`config.mk`:
```
export PLATFORM = sky130hd
export DESIGN_NAME = fetch_ctrl
export DESIGN_NICKNAME = d
export VERILOG_FILES = /design/src/rtl/fetch_ctrl.sv
export SDC_FILE = /design/constraint.sdc
export NUM_CORES = 1
export LEC_CHECK = 0
export BUFFER_PORTS_ARGS = -buffer_cell sky130_fd_sc_hd__buf_2
export CORE_MARGIN = 5
export CORE_UTILIZATION = 50
export DETAILED_ROUTE_END_ITERATION = 6
export GPL_TIMING_DRIVEN = 0
export PLACE_DENSITY = 0.86
export REMOVE_ABC_BUFFERS = 1
export SLEW_MARGIN = 10
export SYNTH_ARGS = -nofsm -noshare
export SYNTH_HDL_FRONTEND = slang
export SYNTH_SLANG_ARGS = --single-unit
```
`constraint.sdc`:
```
create_clock -name clk -period 7.49 [get_ports clk]
set_input_delay 1.498 -clock clk [delete_from_list [all_inputs] [get_ports clk]]
set_output_delay 1.498 -clock clk [all_outputs]
set_load 0.01 [all_outputs]
```
`src/rtl/fetch_ctrl.sv`:
```
// fetch_ctrl: PC sequencer and instruction-fetch handshake for the multi-cycle RV32I core.
// Optional fetch watchdog enabled by defining FETCH_TIMEOUT_EN.
`default_nettype none

module fetch_ctrl #(
  parameter logic [31:0] RESET_PC       = 32'h0000_0000,
  parameter logic [31:0] TRAP_VEC       = 32'h0000_0100,
  parameter int          TIMEOUT_CYCLES = 16
) (
  input  logic        clk,
  input  logic        rst,
  input  logic        redirect_valid,
  input  logic [31:0] redirect_target,
  input  logic        trap,
  output logic        imem_req,
  output logic [31:0] imem_addr,
  input  logic        imem_ack,
  input  logic [31:0] imem_rdata,
  output logic        if_valid,
  output logic [31:0] if_instr,
  output logic [31:0] if_pc,
  output logic [31:0] if_pc_4,
  input  logic        id_ready,
  output logic        misalign_err,
  output logic        bus_err
);

  typedef enum logic [1:0] {
    IDLE  = 2'd0,
    FETCH = 2'd1,
    VALID = 2'd2,
    DRAIN = 2'd3
  } state_t;

  localparam logic [31:0] NOP = 32'h0000_0013;

  state_t      state, state_d;
  logic [31:0] pc, pc_d;
  logic [31:0] drain_addr;
  logic        capture, drain_load, misalign_d;
  logic        redir, ack_eff;
  logic [31:0] new_pc;
  logic        timeout_hit;
  logic        bus_err_q;

  assign redir   = redirect_valid | trap;
  assign new_pc  = trap ? TRAP_VEC : {redirect_target[31:2], 2'b00};
  assign ack_eff = imem_ack & imem_req;

  assign if_valid     = (state == VALID);
  assign imem_addr    = (state == DRAIN) ? drain_addr : pc;
  assign bus_err      = bus_err_q;

`ifdef FETCH_TIMEOUT_EN
  localparam int CW = $clog2(TIMEOUT_CYCLES + 1);
  logic [CW-1:0] cnt;

  // Request is withheld for the single cycle that bus_err is pulsing.
  assign imem_req = ((state == FETCH) || (state == DRAIN)) && !bus_err_q;
  assign timeout_hit = imem_req && !imem_ack && (cnt == CW'(TIMEOUT_CYCLES - 1));

  always_ff @(posedge clk or posedge rst) begin
    if (rst) begin
      cnt       <= '0;
      bus_err_q <= 1'b0;
    end else begin
      bus_err_q <= timeout_hit;
      if (imem_req && !ack_eff && (state_d == state) && !timeout_hit)
        cnt <= cnt + 1'b1;
      else
        cnt <= '0;
    end
  end
`else
  assign imem_req    = (state == FETCH) || (state == DRAIN);
  assign timeout_hit = 1'b0;

  always_ff @(posedge clk or posedge rst) begin
    if (rst) bus_err_q <= 1'b0;
    else     bus_err_q <= 1'b0;
  end
`endif

  always_comb begin
    state_d    = state;
    pc_d       = pc;
    capture    = 1'b0;
    drain_load = 1'b0;
    misalign_d = 1'b0;

    if (state != IDLE)
      misalign_d = redirect_valid && !trap && (redirect_target[1:0] != 2'b00);

    case (state)
      IDLE: state_d = FETCH;
      FETCH: begin
        if (redir) begin
          pc_d = new_pc;
          // Only an outstanding, unanswered request needs draining.
          if (imem_req && !ack_eff) begin
            state_d    = DRAIN;
            drain_load = 1'b1;
          end
        end else if (ack_eff) begin
          capture = 1'b1;
          pc_d    = pc + 32'd4;
          state_d = VALID;
        end
      end
      VALID: begin
        if (redir) begin
          pc_d    = new_pc;
          state_d = FETCH;
        end else if (id_ready) begin
          state_d = FETCH;
        end
      end
      DRAIN: begin
        if (redir) pc_d = new_pc;
        if (ack_eff) state_d = FETCH;
      end
      default: state_d = IDLE;
    endcase

    if (timeout_hit) begin
      pc_d       = TRAP_VEC;
      state_d    = FETCH;
      drain_load = 1'b0;
      capture    = 1'b0;
    end
  end

  always_ff @(posedge clk or posedge rst) begin
    if (rst) state <= IDLE;
    else     state <= state_d;
  end

  always_ff @(posedge clk or posedge rst) begin
    if (rst) begin
      pc           <= RESET_PC;
      drain_addr   <= RESET_PC;
      if_instr     <= NOP;
      if_pc        <= 32'h0000_0000;
      if_pc_4      <= 32'h0000_0004;
      misalign_err <= 1'b0;
    end else begin
      pc           <= pc_d;
      misalign_err <= misalign_d;
      if (drain_load) drain_addr <= pc;
      if (capture) begin
        if_instr <= imem_rdata;
        if_pc    <= pc;
        if_pc_4  <= pc + 32'd4;
      end
    end
  end

endmodule

`default_nettype wire
```
# Word level (Yosys, flattened, before mapping)

Cells that the tools add are included.

Add/subtract/negate cells: 1
Equality and inequality tests: 8
Multiplexer cells: 20
Bitwise gates (word level): 2
Reductions and logical operators: 13

Operators by type and width:

| kind                  | count |
|---|---|
| $mux 32               | 5 |
| $pmux 32 s2           | 1 |
| $add 32x3->32 const B | 1 |
| $mux 2                | 6 |
| $pmux 2 s4            | 1 |
| $mux 1                | 7 |
| $reduce_bool 2->1     | 3 |
| $eq 2x2->1 const B    | 2 |
| $reduce_and 4->1      | 1 |
| $logic_and 1x1->1     | 3 |
| $ne 3x1->1 const B    | 1 |
| $ne 3x2->1 const B    | 1 |
| $ne 3x3->1 const B    | 1 |
| $reduce_and 3->1      | 1 |
| $eq 2x1->1 const B    | 1 |
| $logic_not 1->1       | 2 |
| $logic_not 2->1       | 1 |
| $ne 2x1->1 const B    | 1 |
| $ne 2x2->1 const B    | 1 |
| $reduce_or 2->1       | 1 |
| $and 1x1->1           | 1 |
| $logic_or 1x1->1      | 1 |
| $or 1x1->1            | 1 |

Register bits: 163
Bits of input ports: 70
Logic and storage cells: 51

# Logic depth before layout (Yosys ltp)

Depth after elaboration: 8
Mapped depth: 8

# Worst setup path after synthesis

Ideal clock, no wire load.

Kind: register to output
Start: register state[0]
End: output imem_addr[10]
Data arrival time: 1.327 ns
Data required time: 5.992 ns
Path slack: 4.665 ns
Stages on the path, launching flop included: 5
Buffers on the path: 2
Cell sequence: dfrtp_1 clkbuf_1 nand2_1 clkbuf_1 mux2_2

Cells in the longest elaborated chain, start to end: 2

RTL lines:

| item                   | line | RTL |
|---|---|---|
| start, declared        | 37   | `state_t state, state_d;` |
| start signal, assigned | 135  | `else state <= state_d;` |
| $eq 2x2->1             | 51   | `assign imem_addr = (state == DRAIN) ? drain_addr : pc;` |
| $mux 32                | 51   |  |
| end, declared          | 16   | `output logic [31:0] imem_addr,` |

Every way passes these cells.

# Final worst setup path

Start: register state[1]
End: output imem_addr[8]

Same word-level chain as after synthesis.

==> out/metrics.csv <==
metric,value,unit
CTS H-tree depth,4,
io pins,202,
peak supply drop,140,uV
Die H,131,um
HP Class,register to register,
post-CTS setup buffer count,0,
initial antenna violation count,1,
Num CTS Buffers,17,
Clock Latency Late Sink,410,ps
Clock Power Share,0.313,
Yosys top cell by area,dfrtp_1,
synthesized instance count,757,
drt drc,0,
GR Overflow Total,0,
DP Area,8410,um2
DRT Pass-1 Iters,5,
initial core utilization,0.506,
WP data arrival,2030,ps
Required @ worst endpoint,5990,ps
most used flip-flop cell after synthesis,dfrtp_1,
Final Hold Fails,0,
"Setup violations, final",0,
Final Cell Area,8930,um2
routed len/inst,17.2,um
share of layout cells above drive strength 1,0.330,
Pleak,4.62,nW
"Distinct cells, synth",62,
Final #Nets,983,
Core Area,14400,um2
PortBufs,194,
Root Buffer,clkbuf_16,
top cell type's share of synthesized area,0.518,
Max Fclk,284,MHz
Relative slew margins,0.303,
launch point of the worst reg-to-reg path,state[1]$_DFFE_PP0P_,
CP Max Fanout,20,
Async SR Flop Fraction,1.00,
GRT Total Usage,0.227,
PostCTS Resize Cnt,0,
number of synthesis warnings,0,
"top cells by count, synth","nand2_1 (234), dfrtp_1 (151), mux2_2 (57)",
max-slew violations,0,
Clock Path Buffers,2,
logic gate share of total power,0.227,
pin count of the biggest net entering global routing,112,
gpl congestion,0.773,
hold_sp,if_instr[1]$_DFFE_PP1P_,
Post-Syn Area per Cell,9.64,um2
#FFs+latches synth,155,
register area share after synthesis,0.532,
"Cell Area, Synth",7300,um2
Hold Slack,462,ps
maximum capacitance violations,0,
Tightest Pin Transition,1040,ps
Tmin final,3520,ps
Iteration-0 DRC Markers,244,
vias after detailed routing,6061,
FP Rows,44,
Sw Share,0.297,
Inserted Diodes,0,
skew final,9.22,ps
Util after Layout,0.619,
Post-synth EDFFs,0,
Pint,1.74,mW
CTS tree,done,
pwr/cell area,277,nW/um2
"top cells by area, synth","dfrtp_1 (52%), nand2_1 (12%), mux2_2 (8.8%)",
P&R area growth vs syn,22.3,%
R2R setup slack,5060,ps
number of global-route vias before repair,5964,
Register-to-Register Path Depth,6,
Worst Hold Endpoint,if_instr[1]$_DFFE_PP1P_,
WHS Path Cells,2,
FF-to-FF End,pc[25]$_DFFE_PP0P_,
die area,17100,um2
Clock transition at path regs,60,ps
Post-Route WL,19.1,mm
final period utilization,0.470,
most frequent cell after synthesis,nand2_1,
Detail Placement HPWL,13.1,mm
CTS Sinks,155,
Die Wd,131,um
Switch Pwr,0.736,mW
RSZ-0062 raised after global routing,no,
setup tns final,0,ps
# hold bufs at CTS,0,
first-pass GRT wire length,30.4,mm
ANT nets after route,0,
critical path class,register to primary output,
Seq pwr share,0.460,
Critical Path Source Type,register,
DR vias/cell,5.47,
outcome,"finished, final reports clean",
Setup crit end kind,primary output,
==> worst max-delay path by stage <==
stage / from / endpoint / slack, ps / cells past startpoint
floorplan: rst / drain_addr[10]$_DFFE_PP0P_ / 1820 / 1
global placement: rst / if_pc[4]$_DFFE_PP0P_ / 90 / 2
detailed placement: trap / pc[30]$_DFFE_PP0P_ / 3700 / 6
CTS: state[1]$_DFFE_PP0P_ / imem_addr[28] / 3960 / 4
global route: state[1]$_DFFE_PP0P_ / imem_addr[28] / 3910 / 4
finish: state[1]$_DFFE_PP0P_ / imem_addr[8] / 3970 / 4
==> per-layer routing <==
| layer | track usage | vias to the layer above | part of all wire |
|---|---|---|---|
| met3 | 0.0524 | 31 | 0.065 |
| met2 | 0.371 | 218 | 0.48 |
| met5 | 0 | - | 0.00037 |
| li1 | - | 2880 | - |
| met1 | 0.299 | 2930 | 0.44 |
| met4 | 0.0805 | 2 | 0.017 |
==> placed cells by master (no fill, tap or decap), types with 3 or more instances in the layout <==
cell	count
nand2_1	232
buf_2	194
dfrtp_1	151
mux2_2	57
o21ai_0	28
a21oi_1	22
nor2_1	18
clkbuf_16	17
nand3_1	16
xor2_1	12
nand4_1	12
a22oi_1	11
nor3_1	10
clkbuf_1	9
nor2b_1	7
conb_1	7
xnor2_1	6
and4_1	6
and3_1	6
a211o_1	6
a31oi_1	6
and2_1	5
o21ai_1	5
inv_1	4
dfstp_2	4
buf_16	4
or4_4	3
o211ai_1	3
a2bb2oi_1	3
o311ai_1	3
==> cells by family (layout without fill, tap and decap cells) <==
group,count (synthesis),count (layout),synth area share
AOI/OAI and AO/OA,113,113,0.103
xor gates and xnor gates,18,18,0.0216
adders and majority gates,1,1,0.00171
buffers and inverters,78,239,0.0485
DFF,155,155,0.532
muxes,57,57,0.0879
other,1,7,0.000514
and+or+nand+nor,334,334,0.205
==> stage by stage <==
| stage | power (mW) | cells | setup slack (ps) |
|---|---|---|---|
| 6_report | 2.47 | 1108 | 3970 |
| 5_1_grt | 2.62 | 1108 | 3910 |
| 4_1_cts | 2.50 | 1108 | 3960 |
| 3_5_place_dp | 1.72 | 1077 | 3700 |
| 3_3_place_gp | 1.68 | 1068 | 92.8 |
| 2_1_floorplan | 1.45 | 690 | 1820 |
==> cell type report <==
type | count | area, um2
well taps | 184 | 230
repair buffers | 203 | 1150
flip-flops and latches | 155 | 3880
clock inverters | 4 | 47.5
inverters | 5 | 26.3
fillers | 1207 | 5490
clock buffers | 27 | 473
multi-input cells | 530 | 3120
==> power groups by stage <==
stage / logic [mW] / registers, mW / clock network, mW
CTS: 0.572 / 1.14 / 0.790
floorplan: 0.263 / 1.18 / 0
finish: 0.561 / 1.14 / 0.775
global route: 0.627 / 1.16 / 0.829
global placement: 0.545 / 1.14 / 0
detailed placement: 0.569 / 1.15 / 0
==> critical path, stage by stage (launching register included) <==
cell and delay [ps]:
dfrtp_1 520, nand2_2 350, buf_12 240, mux2_2 360, buf_2 140
==> flip-flops by register name, indices dropped and copies added (netlist names) <==
register / flops
if_instr: 32
drain_addr: 30
if_pc: 30
if_pc_4: 30
pc: 30
state: 2
misalign_err: 1
No activity file was read; power rests on OpenSTA's default activity.
